File: config.mk
export PLATFORM = sky130hd
export DESIGN_NAME = axi_ddr_window_guard
export DESIGN_NICKNAME = d
export VERILOG_FILES = /design/src/rtl/axi_guard_pkg.sv /design/src/rtl/axi_wroute_fifo.sv /design/src/rtl/axi_ddr_window_guard.sv
export SDC_FILE = /design/constraint.sdc
export NUM_CORES = 1
export LEC_CHECK = 0
export ABC_AREA = 1
export BUFFER_PORTS_ARGS = -buffer_cell sky130_fd_sc_hd__buf_4
export CAP_MARGIN = 20
export CORE_AREA = 4 4 219 221
export CTS_CLUSTER_SIZE = 30
export DETAILED_ROUTE_END_ITERATION = 12
export DIE_AREA = 0 0 223 225
export HOLD_SLACK_MARGIN = 0.06
export PLACE_DENSITY_LB_ADDON = 0.1
export SETUP_SLACK_MARGIN = 0.1
export SKIP_CTS_REPAIR_TIMING = 1
export SLEW_MARGIN = 20
export SYNTH_ARGS = -nofsm -noshare
export SYNTH_HDL_FRONTEND = slang
export SYNTH_SLANG_ARGS = --single-unit
File: constraint.sdc
create_clock -name clock -period 2.5 [get_ports clock]
set_clock_uncertainty 0.1 [all_clocks]
set_input_delay 0.25 -clock clock [delete_from_list [all_inputs] [get_ports clock]]
set_output_delay 0.25 -clock clock [all_outputs]
set_load 0.01 [all_outputs]
File: src/rtl/axi_guard_pkg.sv
// Shared types and helpers for the AXI DDR window guard.
// Latency: n/a (declarations only).
// Backpressure: n/a.
package axi_guard_pkg;

  localparam logic [1:0] RESP_OKAY   = 2'b00;
  localparam logic [1:0] RESP_DECERR = 2'b11;

  // Outstanding-transaction counters are 4 bits, enough for MAX_OUTST = 15.
  localparam int CNT_W = 4;

  typedef enum logic {
    R_IDLE = 1'b0,
    R_ERR  = 1'b1
  } r_state_e;

  typedef enum logic [1:0] {
    W_IDLE     = 2'd0,
    W_ERR_DATA = 2'd1,
    W_ERR_RESP = 2'd2
  } w_state_e;

  // Only the start address is tested; bursts of 4 KiB or less never cross
  // a window of at least 4 KiB aligned to its own size.
  function automatic logic hit(input logic [31:0] addr,
                               input logic [31:0] base,
                               input int unsigned size_log2);
    logic [31:0] mask;
    mask = ~((32'h1 << size_log2) - 32'h1);
    return (addr & mask) == base;
  endfunction

endpackage

File: src/rtl/axi_wroute_fifo.sv
// Small synchronous FIFO remembering, per accepted AW, where its W data goes.
// Latency: pushed entry is visible at the head the cycle after the push.
// Backpressure: push ignored when full, pop ignored when empty; push+pop may coincide.
module axi_wroute_fifo #(
  parameter int DEPTH = 4,
  parameter int WIDTH = 1
) (
  input  logic             clock,
  input  logic             reset,
  input  logic             push,
  input  logic [WIDTH-1:0] push_dat,
  input  logic             pop,
  output logic [WIDTH-1:0] pop_dat,
  output logic             full,
  output logic             empty
);

  localparam int PTR_W = $clog2(DEPTH);
  localparam int CNT_W = $clog2(DEPTH + 1);

  logic [WIDTH-1:0] mem_q [DEPTH];
  logic [WIDTH-1:0] mem_d [DEPTH];
  logic [PTR_W-1:0] wptr_q, wptr_d;
  logic [PTR_W-1:0] rptr_q, rptr_d;
  logic [CNT_W-1:0] cnt_q, cnt_d;
  logic             do_push, do_pop;

  assign full    = (cnt_q == CNT_W'(DEPTH));
  assign empty   = (cnt_q == '0);
  assign do_push = push & ~full;
  assign do_pop  = pop & ~empty;
  assign pop_dat = mem_q[rptr_q];

  // Next storage, pointers and occupancy; pointers wrap naturally (power-of-two depth).
  always_comb begin
    mem_d  = mem_q;
    wptr_d = wptr_q;
    rptr_d = rptr_q;
    cnt_d  = cnt_q;
    if (do_push) begin
      mem_d[wptr_q] = push_dat;
      wptr_d        = wptr_q + PTR_W'(1);
    end
    if (do_pop) begin
      rptr_d = rptr_q + PTR_W'(1);
    end
    case ({do_push, do_pop})
      2'b10:   cnt_d = cnt_q + CNT_W'(1);
      2'b01:   cnt_d = cnt_q - CNT_W'(1);
      default: cnt_d = cnt_q;
    endcase
  end

  // State register with synchronous reset to empty.
  always_ff @(posedge clock) begin
    if (reset) begin
      wptr_q <= '0;
      rptr_q <= '0;
      cnt_q  <= '0;
      for (int i = 0; i < DEPTH; i++) begin
        mem_q[i] <= '0;
      end
    end else begin
      wptr_q <= wptr_d;
      rptr_q <= rptr_d;
      cnt_q  <= cnt_d;
      mem_q  <= mem_d;
    end
  end

endmodule

File: src/rtl/axi_ddr_window_guard.sv
// AXI4 window guard: forwards in-window transactions, answers the rest locally with DECERR.
// Latency: zero on pass-through; DECERR R/B beats start the cycle after AR / W-last handshake.
// Backpressure: upstream ready follows downstream ready for hits; misses wait until the direction is drained.
module axi_ddr_window_guard
  import axi_guard_pkg::*;
#(
  parameter logic [31:0] BASE      = 32'h8000_0000,
  parameter int unsigned SIZE_LOG2 = 27,
  parameter int unsigned MAX_OUTST = 15,
  parameter int unsigned WQ_DEPTH  = 4
) (
  input  logic        clock,
  input  logic        reset,
  // upstream AW
  input  logic        io_in_aw_valid,
  output logic        io_in_aw_ready,
  input  logic [3:0]  io_in_aw_id,
  input  logic [31:0] io_in_aw_addr,
  input  logic [7:0]  io_in_aw_len,
  input  logic [2:0]  io_in_aw_size,
  input  logic [1:0]  io_in_aw_burst,
  input  logic        io_in_aw_lock,
  input  logic [3:0]  io_in_aw_cache,
  input  logic [2:0]  io_in_aw_prot,
  input  logic [3:0]  io_in_aw_qos,
  // upstream W
  input  logic        io_in_w_valid,
  output logic        io_in_w_ready,
  input  logic [63:0] io_in_w_data,
  input  logic [7:0]  io_in_w_strb,
  input  logic        io_in_w_last,
  // upstream B
  output logic        io_in_b_valid,
  input  logic        io_in_b_ready,
  output logic [3:0]  io_in_b_id,
  output logic [1:0]  io_in_b_resp,
  // upstream AR
  input  logic        io_in_ar_valid,
  output logic        io_in_ar_ready,
  input  logic [3:0]  io_in_ar_id,
  input  logic [31:0] io_in_ar_addr,
  input  logic [7:0]  io_in_ar_len,
  input  logic [2:0]  io_in_ar_size,
  input  logic [1:0]  io_in_ar_burst,
  input  logic        io_in_ar_lock,
  input  logic [3:0]  io_in_ar_cache,
  input  logic [2:0]  io_in_ar_prot,
  input  logic [3:0]  io_in_ar_qos,
  // upstream R
  output logic        io_in_r_valid,
  input  logic        io_in_r_ready,
  output logic [3:0]  io_in_r_id,
  output logic [63:0] io_in_r_data,
  output logic [1:0]  io_in_r_resp,
  output logic        io_in_r_last,
  // downstream AW
  output logic        io_out_aw_valid,
  input  logic        io_out_aw_ready,
  output logic [3:0]  io_out_aw_id,
  output logic [31:0] io_out_aw_addr,
  output logic [7:0]  io_out_aw_len,
  output logic [2:0]  io_out_aw_size,
  output logic [1:0]  io_out_aw_burst,
  output logic        io_out_aw_lock,
  output logic [3:0]  io_out_aw_cache,
  output logic [2:0]  io_out_aw_prot,
  output logic [3:0]  io_out_aw_qos,
  // downstream W
  output logic        io_out_w_valid,
  input  logic        io_out_w_ready,
  output logic [63:0] io_out_w_data,
  output logic [7:0]  io_out_w_strb,
  output logic        io_out_w_last,
  // downstream B
  input  logic        io_out_b_valid,
  output logic        io_out_b_ready,
  input  logic [3:0]  io_out_b_id,
  input  logic [1:0]  io_out_b_resp,
  // downstream AR
  output logic        io_out_ar_valid,
  input  logic        io_out_ar_ready,
  output logic [3:0]  io_out_ar_id,
  output logic [31:0] io_out_ar_addr,
  output logic [7:0]  io_out_ar_len,
  output logic [2:0]  io_out_ar_size,
  output logic [1:0]  io_out_ar_burst,
  output logic        io_out_ar_lock,
  output logic [3:0]  io_out_ar_cache,
  output logic [2:0]  io_out_ar_prot,
  output logic [3:0]  io_out_ar_qos,
  // downstream R
  input  logic        io_out_r_valid,
  output logic        io_out_r_ready,
  input  logic [3:0]  io_out_r_id,
  input  logic [63:0] io_out_r_data,
  input  logic [1:0]  io_out_r_resp,
  input  logic        io_out_r_last
);

  localparam logic [CNT_W-1:0] CNT_MAX = CNT_W'(MAX_OUTST);

  // ---------------- read path state ----------------
  r_state_e          r_state_q, r_state_d;
  logic [CNT_W-1:0]  rd_cnt_q, rd_cnt_d;
  logic [3:0]        r_id_q, r_id_d;
  logic [7:0]        r_len_q, r_len_d;
  logic [7:0]        r_beat_q, r_beat_d;
  logic              ar_hit, ar_room, ar_miss_acc, out_ar_hs, out_r_last_hs, in_r_hs;

  // ---------------- write path state ---------------
  w_state_e          w_state_q, w_state_d;
  logic [CNT_W-1:0]  wr_cnt_q, wr_cnt_d;
  logic [3:0]        w_id_q, w_id_d;
  logic              aw_hit, aw_room, aw_acc, out_aw_hs, out_b_hs, in_b_hs;
  logic              wq_push, wq_pop, wq_head, wq_full, wq_empty;

  assign ar_hit  = hit(io_in_ar_addr, BASE, SIZE_LOG2);
  assign aw_hit  = hit(io_in_aw_addr, BASE, SIZE_LOG2);
  assign ar_room = (rd_cnt_q < CNT_MAX);
  assign aw_room = (wr_cnt_q < CNT_MAX);

  // Request fields are forwarded untouched; only the valids are gated.
  assign io_out_ar_id    = io_in_ar_id;
  assign io_out_ar_addr  = io_in_ar_addr;
  assign io_out_ar_len   = io_in_ar_len;
  assign io_out_ar_size  = io_in_ar_size;
  assign io_out_ar_burst = io_in_ar_burst;
  assign io_out_ar_lock  = io_in_ar_lock;
  assign io_out_ar_cache = io_in_ar_cache;
  assign io_out_ar_prot  = io_in_ar_prot;
  assign io_out_ar_qos   = io_in_ar_qos;
  assign io_out_aw_id    = io_in_aw_id;
  assign io_out_aw_addr  = io_in_aw_addr;
  assign io_out_aw_len   = io_in_aw_len;
  assign io_out_aw_size  = io_in_aw_size;
  assign io_out_aw_burst = io_in_aw_burst;
  assign io_out_aw_lock  = io_in_aw_lock;
  assign io_out_aw_cache = io_in_aw_cache;
  assign io_out_aw_prot  = io_in_aw_prot;
  assign io_out_aw_qos   = io_in_aw_qos;
  assign io_out_w_data   = io_in_w_data;
  assign io_out_w_strb   = io_in_w_strb;
  assign io_out_w_last   = io_in_w_last;

  assign out_ar_hs     = io_out_ar_valid & io_out_ar_ready;
  assign out_r_last_hs = io_out_r_valid & io_out_r_ready & io_out_r_last;
  assign in_r_hs       = io_in_r_valid & io_in_r_ready;
  assign ar_miss_acc   = io_in_ar_valid & io_in_ar_ready & ~ar_hit;

  assign out_aw_hs = io_out_aw_valid & io_out_aw_ready;
  assign out_b_hs  = io_out_b_valid & io_out_b_ready;
  assign in_b_hs   = io_in_b_valid & io_in_b_ready;
  assign aw_acc    = io_in_aw_valid & io_in_aw_ready;
  assign wq_push   = aw_acc;
  assign wq_pop    = io_in_w_valid & io_in_w_ready & io_in_w_last;

  // One routing bit per accepted AW: 1 means its W beats are sunk locally.
  axi_wroute_fifo #(
    .DEPTH (WQ_DEPTH),
    .WIDTH (1)
  ) u_wroute (
    .clock    (clock),
    .reset    (reset),
    .push     (wq_push),
    .push_dat (~aw_hit),
    .pop      (wq_pop),
    .pop_dat  (wq_head),
    .full     (wq_full),
    .empty    (wq_empty)
  );

  // State register for both directions.
  always_ff @(posedge clock) begin
    if (reset) begin
      r_state_q <= R_IDLE;
      rd_cnt_q  <= '0;
      r_id_q    <= '0;
      r_len_q   <= '0;
      r_beat_q  <= '0;
      w_state_q <= W_IDLE;
      wr_cnt_q  <= '0;
      w_id_q    <= '0;
    end else begin
      r_state_q <= r_state_d;
      rd_cnt_q  <= rd_cnt_d;
      r_id_q    <= r_id_d;
      r_len_q   <= r_len_d;
      r_beat_q  <= r_beat_d;
      w_state_q <= w_state_d;
      wr_cnt_q  <= wr_cnt_d;
      w_id_q    <= w_id_d;
    end
  end

  // Read next-state: latch a miss and walk its DECERR beats; track forwarded reads.
  always_comb begin
    r_state_d = r_state_q;
    r_id_d    = r_id_q;
    r_len_d   = r_len_q;
    r_beat_d  = r_beat_q;
    rd_cnt_d  = rd_cnt_q;
    case (r_state_q)
      R_IDLE: begin
        if (ar_miss_acc) begin
          r_state_d = R_ERR;
          r_id_d    = io_in_ar_id;
          r_len_d   = io_in_ar_len;
          r_beat_d  = '0;
        end
      end
      R_ERR: begin
        if (in_r_hs) begin
          if (io_in_r_last) r_state_d = R_IDLE;
          else              r_beat_d  = r_beat_q + 8'd1;
        end
      end
      default: r_state_d = R_IDLE;
    endcase
    case ({out_ar_hs, out_r_last_hs})
      2'b10:   rd_cnt_d = rd_cnt_q + CNT_W'(1);
      2'b01:   rd_cnt_d = rd_cnt_q - CNT_W'(1);
      default: rd_cnt_d = rd_cnt_q;
    endcase
  end

  // Read outputs: AR gating and the R mux between downstream and the DECERR generator.
  always_comb begin
    io_out_ar_valid = 1'b0;
    io_in_ar_ready  = 1'b0;
    io_in_r_valid   = io_out_r_valid;
    io_in_r_id      = io_out_r_id;
    io_in_r_data    = io_out_r_data;
    io_in_r_resp    = io_out_r_resp;
    io_in_r_last    = io_out_r_last;
    io_out_r_ready  = io_in_r_ready;
    if ((r_state_q == R_IDLE) && io_in_ar_valid) begin
      if (ar_hit) begin
        io_out_ar_valid = ar_room;
        io_in_ar_ready  = io_out_ar_ready & ar_room;
      end else begin
        io_in_ar_ready  = (rd_cnt_q == '0);
      end
    end
    if (r_state_q == R_ERR) begin
      io_in_r_valid  = 1'b1;
      io_in_r_id     = r_id_q;
      io_in_r_data   = '0;
      io_in_r_resp   = RESP_DECERR;
      io_in_r_last   = (r_beat_q == r_len_q);
      io_out_r_ready = 1'b0;
    end
  end

  // Write next-state: miss AW -> sink its data -> local B; track forwarded writes.
  always_comb begin
    w_state_d = w_state_q;
    w_id_d    = w_id_q;
    wr_cnt_d  = wr_cnt_q;
    case (w_state_q)
      W_IDLE: begin
        if (aw_acc && !aw_hit) begin
          w_state_d = W_ERR_DATA;
          w_id_d    = io_in_aw_id;
        end
      end
      W_ERR_DATA: begin
        if (wq_pop && wq_head) w_state_d = W_ERR_RESP;
      end
      W_ERR_RESP: begin
        if (in_b_hs) w_state_d = W_IDLE;
      end
      default: w_state_d = W_IDLE;
    endcase
    case ({out_aw_hs, out_b_hs})
      2'b10:   wr_cnt_d = wr_cnt_q + CNT_W'(1);
      2'b01:   wr_cnt_d = wr_cnt_q - CNT_W'(1);
      default: wr_cnt_d = wr_cnt_q;
    endcase
  end

  // Write outputs: AW gating, W routing from the queue head, B mux.
  always_comb begin
    io_out_aw_valid = 1'b0;
    io_in_aw_ready  = 1'b0;
    io_out_w_valid  = 1'b0;
    io_in_w_ready   = 1'b0;
    io_in_b_valid   = io_out_b_valid;
    io_in_b_id      = io_out_b_id;
    io_in_b_resp    = io_out_b_resp;
    io_out_b_ready  = io_in_b_ready;
    if ((w_state_q == W_IDLE) && io_in_aw_valid && !wq_full) begin
      if (aw_hit) begin
        io_out_aw_valid = aw_room;
        io_in_aw_ready  = io_out_aw_ready & aw_room;
      end else begin
        io_in_aw_ready  = (wr_cnt_q == '0);
      end
    end
    if (!wq_empty) begin
      if (wq_head) begin
        io_in_w_ready  = 1'b1;
      end else begin
        io_out_w_valid = io_in_w_valid;
        io_in_w_ready  = io_out_w_ready;
      end
    end
    if (w_state_q == W_ERR_RESP) begin
      io_in_b_valid  = 1'b1;
      io_in_b_id     = w_id_q;
      io_in_b_resp   = RESP_DECERR;
      io_out_b_ready = 1'b0;
    end
  end

endmodule

==> results of run 1 <==
[synthesized netlist by cell type]
| master | n | area, um^2 |
|---|---|---|
| dfxtp_1 | 46 | 921 |
| a21boi_0 | 1 | 7.51 |
| nand4_1 | 5 | 31.3 |
| buf_2 | 2 | 10.0 |
| o21ai_1 | 8 | 40.0 |
| a21oi_2 | 8 | 70.1 |
| a21oi_1 | 36 | 180 |
| xor2_1 | 2 | 17.5 |
| ha_1 | 12 | 150 |
| buf_1 | 1 | 3.75 |
| clkinv_1 | 2 | 7.51 |
| o21ai_0 | 34 | 170 |
| nand4_4 | 1 | 21.3 |
| or2_2 | 4 | 25.0 |
| nand2_1 | 87 | 327 |
| nand2_2 | 7 | 43.8 |
| nor2_4 | 2 | 22.5 |
| buf_6 | 1 | 11.3 |
| nand3b_1 | 1 | 7.51 |
| inv_1 | 127 | 477 |
| fa_1 | 3 | 60.1 |
| buf_4 | 196 | 1470 |
| nor2_2 | 1 | 6.26 |
| nand3_1 | 26 | 130 |
| clkbuf_1 | 11 | 41.3 |
| nor2_1 | 99 | 372 |
| nor3_1 | 5 | 25.0 |
| nand2_4 | 2 | 22.5 |
| nand2_8 | 1 | 20.0 |
| inv_2 | 5 | 18.8 |
| inv_6 | 1 | 8.76 |
| xnor2_1 | 3 | 26.3 |
| nand3_2 | 2 | 20.0 |
[cells by family (layout without fill, tap and decap cells)]
| family | Yosys count | count (layout) |
|---|---|---|
| buffers and inverters | 346 | 391 |
| adders and majority gates | 15 | 15 |
| DFF | 46 | 46 |
| xor gates and xnor gates | 5 | 5 |
| and+or+nand+nor | 243 | 243 |
| AOI/OAI and AO/OA | 87 | 87 |
[path summary, 6_finish.rpt]
check	cells after the start	to	slack, ns
setup / recovery	13	wr_cnt_q[3]$_SDFFE_PP0P_	0.31
setup reg to reg	13	wr_cnt_q[3]$_SDFFE_PP0P_	0.31
hold / removal	3	r_len_q[4]$_SDFFE_PP0P_	0.13
hold reg to reg	2	w_id_q[1]$_SDFFE_PP0P_	0.35
[metrics by stage]
stage / TNS (ns) / hold WS, ns
6_report: 0 / 0.129
5_1_grt: 0 / 0.146
4_1_cts: 0 / 0.117
3_5_place_dp: -0.00533 / 0.344
3_3_place_gp: 0 / 0.343
2_1_floorplan: 0 / 0.306
[flip-flops by register name (all words and copies together) (netlist names)]
register,count
w_id_q,4
w_state_q,2
r_state_q,1
u_wroute.rptr_q,2
r_len_q,8
u_wroute.mem_q,4
u_wroute.cnt_q,3
r_id_q,4
u_wroute.wptr_q,2
r_beat_q,8
rd_cnt_q,4
wr_cnt_q,4
[power by group]
group	switching [mW]	leakage, nW	internal (mW)	total (mW)
Sequential	0.0486	0.378	0.799	0.848
Combinational	0.578	2.53	0.494	1.07
Clock	0.360	0.0664	0.376	0.737
Total	0.987	2.97	1.67	2.66
[per-layer routing]
metal,GRT usage (%),up-vias,share of wire (%)
li1,-,2125,-
met1,8.01,1802,39
met2,12.2,183,50
met3,2.33,62,7.6
met4,3.36,0,3.8
met5,0,-,0
[worst register-to-register path, cell delays in order (launching register included)]
cell and delay, ns:
dfxtp_1 0.30, inv_1 0.11, nor3_2 0.06, buf_4 0.13, nor3_2 0.19, nand2_1 0.08, ha_2 0.21, ha_1 0.32
a21oi_1 0.14, nand2_1 0.08, a21oi_1 0.11, o21ai_1 0.09, nor2_1 0.10, nor2_1 0.05
[area by class of cell]
| class | count | area [um^2] |
|---|---|---|
| clock buffers | 5 | 125 |
| clock inverters | 3 | 23.8 |
| fillers | 5379 | 40100 |
| inverters | 135 | 512 |
| multi-input cells | 350 | 1840 |
| flip-flops and latches | 46 | 925 |
| well taps | 607 | 759 |
| repair buffers | 248 | 1870 |
==> out/results.tsv, run 1 <==
stage	metric	value	unit
logic_synthesis	Synth warnings	0	
floorplanning	die area	50200	um^2
sta	Max-slew headroom	49.8	%
pwr	total power	2.66	mW
sta	setup ws final	0.312	ns
min_path	hold path startpoint	io_in_ar_len[4]	
critical_path	crit-path cells	inv_1 -> nor3_2 -> buf_4 -> nor3_2 -> nand2_1 -> ha_2 -> ha_1 -> a21oi_1 -> nand2_1 -> a21oi_1 -> o21ai_1 -> nor2_1 -> nor2_1	
sta	Worst-Margin Slew	0.753	ns
drt	remaining antenna violation count	0	
placement	setup slack at placement	-0.00533	ns
global_route	first-pass GRT wire length	27.3	mm
job	# Max-Cap Violations	0	
placement	Routability Congestion	0.684	
cells_and_area	commonest non-fill, non-tap cells in the layout	buf_4 (247), inv_1 (127), nor2_1 (98)	
placement	dpl hpwl	16.0	mm
cts	clk root buf	clkbuf_16	
global_route	GR Overflow Total	0	
logic_synthesis	post-synthesis xor/xnor area fraction	0.919	%
drt	total number of vias	4172	
logic_synthesis	Compound-Gate Fraction of Synth Area	9.82	%
sta	max-slew violation count	0	
global_route	vias in the first global route	4326	
critical_path	Top Family by Delay on Critical Path	simple AND/OR/NAND/NOR gates	
cts	CTS tree	done	
logic_synthesis	syn_nets	1041	
sta	fin crit share	87.5	%
drt	DRC Markers	0	
placement	placed cells	1385	
floorplanning	Core ar.	46200	um^2
cells_and_area	fin nets	1085	
cells_and_area	share of post-route cells with drive strength above 1	38.2	%
drt	1st-iter DRT viols	119	
cts	Clk Latency, worst-skew pair	0.30	ns
cells_and_area	final instance area	6060	um^2
pwr	P_leak	2.97	nW
global_route	Total GRT Usage	7.12	%
logic_synthesis	synthesized area	4770	um^2
logic_synthesis	distinct cell type count after synthesis	33	
logic_synthesis	Syn Inst Count	742	
critical_path	Worst Path Buf+Inv	2	
logic_synthesis	Synth Area in Adders	4.41	%
cells_and_area	post-route insts no fill	1394	
floorplanning	Initial Utilization	10.3	%
pwr	PD cells	438	nW/um^2
sta	Final setup viols	0	
drt	Routed WL per cell	13.6	um
global_route	largest net degree at the start of global routing	70	
floorplanning	# rows	79	
sta	post-layout min period	2.19	ns
drt	Vias/cell	2.99	
critical_path	CP max stage cell	ha_1	
cts	clk slew on worst S/H paths	0.08	ns
floorplanning	Die W	223	um
logic_synthesis	sequential area share after synthesis	19.3	%
critical_path	RR Startpoint	u_wroute.cnt_q[2]$_SDFFE_PP0P_	
placement	# port buffers	229	
logic_synthesis	syn avg cell area	6.42	um^2
critical_path	CP Max Fanout	5	
critical_path	CP Launch Point	u_wroute.cnt_q[2]$_SDFFE_PP0P_	
sta	count of final hold-check violations	0	
critical_path	critical path's largest stage delay	0.32	ns
cts	number of buffers created by CTS	5	
run_status	outcome	finished, final reports clean	
placement	dpl cell area	5860	um^2
critical_path	CP required	2.60	ns
cts	CTS max path bufs	2	
pwr	maximum vdd drop	225	uV
global_route	initial antenna violation count	0	
cells_and_area	Layout area overhead	27.2	%
logic_synthesis	mux cell area share after synthesis	0	%
logic_synthesis	Post-Synth Simple-Gate Area	22.5	%
logic_synthesis	Seq cells post-synth	46	
drt	DRT Pass-1 Iters	4	
floorplanning	Die Y-Extent	225	um
sta	RSZ-0062 raised after global routing	no	
logic_synthesis	largest family of logic cells by synthesized area	buffers and inverters	
cts	htree depth	2	
cells_and_area	commonest non-fill, non-tap cell in the layout	buf_4	
cells_and_area	ant diodes	0	
critical_path	crit path kind	flop to flop	
critical_path	CP endpoint kind	flop	
cells_and_area	final core utilization	13.1	%
floorplanning	num ports	566	
critical_path	Critical Path AT	2.29	ns
critical_path	CP Launch Type	flop	
min_path	worst min path class	input port to flop	
sta	f_max	457	MHz
drt	Routed WL	18.9	mm
cts	CTS sink count	46	
No activity file was read; power rests on OpenSTA's default activity.
==> run 2: changes to the inputs <==
--- a/config.mk
+++ b/config.mk
@@ -14,6 +14,7 @@
 export DIE_AREA = 0 0 223 225
 export HOLD_SLACK_MARGIN = 0.06
 export PLACE_DENSITY_LB_ADDON = 0.1
+export RECOVER_POWER = 100
 export SETUP_SLACK_MARGIN = 0.1
 export SKIP_CTS_REPAIR_TIMING = 1
 export SLEW_MARGIN = 20
==> run 2 against run 1 <==
  * Total power down 5.5%
  * Largest cell class is now multi-input gates
  * Sequential power about the same
  * Combinational power down 14%
  * Clock power about the same
  * Cell area down 7.8%
  * Sequential cell count unchanged
  * Highest routed layer unchanged
  * Sequential share of layout area up 1.3 points
  * Largest power group unchanged
==> out/results.tsv, run 2 (synthesis gave the netlist of run 1 again) <==
stage	metric	value	unit
drt	total number of vias	4183	
cells_and_area	commonest non-fill, non-tap cell in the layout	buf_4	
sta	fin crit share	89.1	%
cts	CTS sink count	46	
cells_and_area	fillers	5472	
cells_and_area	fin nets	1085	
cells_and_area	ant diodes	0	
critical_path	CP endpoint kind	flop	
floorplanning	num ports	566	
cts	htree depth	2	
global_route	first-pass GRT wire length	27.3	mm
global_route	GRT Max-Usage Layer	met2	
cts	clk root buf	clkbuf_16	
pwr	register share of total power	33.7	%
critical_path	CP Launch Point	u_wroute.cnt_q[0]$_SDFFE_PP0P_	
critical_path	crit path capture	wr_cnt_q[3]$_SDFFE_PP0P_	
run_status	outcome	finished, final reports clean	
sta	count of final hold-check violations	0	
cts	CTS max path bufs	2	
drt	Vias/cell	3.00	
critical_path	crit-path cells	nor3_2 -> clkbuf_1 -> nor3_2 -> nand2_1 -> ha_1 -> ha_1 -> a21oi_1 -> nand2_1 -> a21oi_1 -> o21ai_1 -> nand2_1 -> nand2_1 -> nor2_1	
cells_and_area	commonest non-fill, non-tap cells in the layout	buf_4 (130), inv_1 (128), clkbuf_1 (113)	
cts	Clk Latency, worst-skew pair	0.31	ns
drt	1st-iter DRT viols	123	
cts	clk slew on worst S/H paths	0.08	ns
pwr	P_leak	2.54	nW
critical_path	CP Launch Type	flop	
critical_path	CP Max Fanout	5	
placement	placed cells	1385	
pwr	maximum vdd drop	224	uV
floorplanning	Initial Utilization	10.3	%
cells_and_area	Layout area overhead	17.2	%
floorplanning	Die W	223	um
global_route	vias in the first global route	4326	
cells_and_area	biggest regs	r_beat_q x8, r_len_q x8	
critical_path	Worst Path Buf+Inv	1	
pwr	Net Sw Frac	38.9	%
floorplanning	Die Y-Extent	225	um
drt	remaining antenna violation count	0	
cells_and_area	post-route insts no fill	1394	
critical_path	R2R cell count	13	
drt	DRT Pass-1 Iters	4	
critical_path	critical path's largest stage delay	0.40	ns
placement	dpl hpwl	16.0	mm
pwr	PD cells	449	nW/um^2
global_route	GRT met1 Usage	8.01	%
critical_path	most frequent CP cell	nand2_1	
cts	CTS tree	done	
sta	f_max	449	MHz
sta	post-layout min period	2.23	ns
critical_path	Top Family by Delay on Critical Path	simple AND/OR/NAND/NOR gates	
pwr	NetSw	0.976	mW
critical_path	RR Startpoint	u_wroute.cnt_q[0]$_SDFFE_PP0P_	
global_route	GR Overflow Total	0	
pwr	Clk network pwr share	29.4	%
global_route	largest net degree at the start of global routing	70	
job	# Max-Cap Violations	0	
min_path	worst min path class	input port to flop	
cts	number of buffers created by CTS	5	
pwr	Combinational Power Share	36.9	%
global_route	Global Route met3 Usage	2.33	%
global_route	initial antenna violation count	1	
floorplanning	die area	50200	um^2
floorplanning	Core ar.	46200	um^2
placement	Routability Congestion	0.684	
critical_path	CP required	2.65	ns
critical_path	CP max stage cell	dfxtp_1	
sta	Worst-Margin Slew	0.754	ns
critical_path	R2R setup slack	0.27	ns
placement	# port buffers	229	
critical_path	Critical Path AT	2.37	ns
cells_and_area	storage element area	922	um^2
cells_and_area	final core utilization	12.1	%
critical_path	FF-to-FF End	wr_cnt_q[3]$_SDFFE_PP0P_	
drt	Routed WL	18.9	mm
global_route	Total GRT Usage	7.12	%
pwr	Internal	1.53	mW
cells_and_area	multi-input logic area	1800	um^2
drt	Routed WL per cell	13.5	um
pwr	total power	2.51	mW
critical_path	Stages on worst setup path	13	
floorplanning	# rows	79	
sta	Final setup viols	0	
sta	max-slew violation count	0	
cells_and_area	share of post-route cells with drive strength above 1	22.6	%
sta	RSZ-0062 raised after global routing	no	
drt	DRC Markers	0	
sta	Max-slew headroom	49.7	%
critical_path	crit path kind	flop to flop	
global_route	met2 Track Usage GR	12.2	%
run 2: cell count changes in the layout (fill, tap and decap cells not counted), moves of 2 or more:
cell and change:
a21oi_1 +2, a21oi_2 -2, buf_4 -117, clkbuf_1 +113, clkbuf_2 +2, clkbuf_4 +2
dfxtp_1 +2, dfxtp_2 -2, nand2_1 +3, nand2_4 -2, o21ai_0 +4, o21ai_1 -4
run 2: cell type report:
cell class,instances,share of cell area [%]
Inverter,135,9.16
Clock buffer,5,2.24
Timing Repair Buffer,248,25.9
Sequential cell,46,16.5
Multi-Input combinational cell,350,32.2
Clock inverter,3,0.426
Tap cell,607,13.6
run 2: power by group through the flow:
stage / Clock (mW) / Combinational (mW) / Sequential (mW)
floorplan: 0 / 0.822 / 0.847
global placement: 0 / 1.12 / 0.867
detailed placement: 0 / 1.10 / 0.864
CTS: 0.813 / 1.11 / 0.848
global route: 0.814 / 1.06 / 0.857
finish: 0.737 / 0.925 / 0.846
run 2: how the worst min path moves through the flow:
stage | endpoint | start | slack [ns] | cells past startpoint
floorplan | wr_cnt_q[2]$_SDFFE_PP0P_ | reset | 0.31 | 3
global placement | r_id_q[0]$_SDFFE_PP0P_ | r_id_q[0]$_SDFFE_PP0P_ | 0.34 | 2
detailed placement | r_id_q[0]$_SDFFE_PP0P_ | r_id_q[0]$_SDFFE_PP0P_ | 0.34 | 2
CTS | w_id_q[3]$_SDFFE_PP0P_ | io_in_aw_id[3] | 0.12 | 3
global route | r_id_q[1]$_SDFFE_PP0P_ | io_in_ar_id[1] | 0.14 | 3
finish | w_id_q[2]$_SDFFE_PP0P_ | io_in_aw_id[2] | 0.14 | 3
run 2: metrics by stage:
stage                     setup slack, ns   TNS, ns  hold WS, ns  area (um^2)
after floorplan                     0.136         0        0.306         4770
after global placement             0.0371         0        0.343         5860
after detailed placement         -0.00533  -0.00533        0.344         5860
after CTS                           0.143         0        0.117         6000
after global routing               0.0644         0        0.144         5590
final                               0.272         0        0.137         5590
run 2: layer usage:
metal / vias to the layer above / wire (um) / part of all wire (%)
met1: 1809 / 7270 / 39
met4: 0 / 730 / 3.9
met5: - / 0 / 0
met2: 185 / 9380 / 50
li1: 2127 / - / -
met3: 62 / 1480 / 7.9
run 2: worst reg2reg max path, delay by kind of cell, from the launching register on:
family	cells	cell delay, ns
AOI/OAI and AO/OA	3	0.34
adders and majority gates	2	0.59
buffers and inverters	1	0.11
DFF	1	0.40
and+or+nand+nor	7	0.65
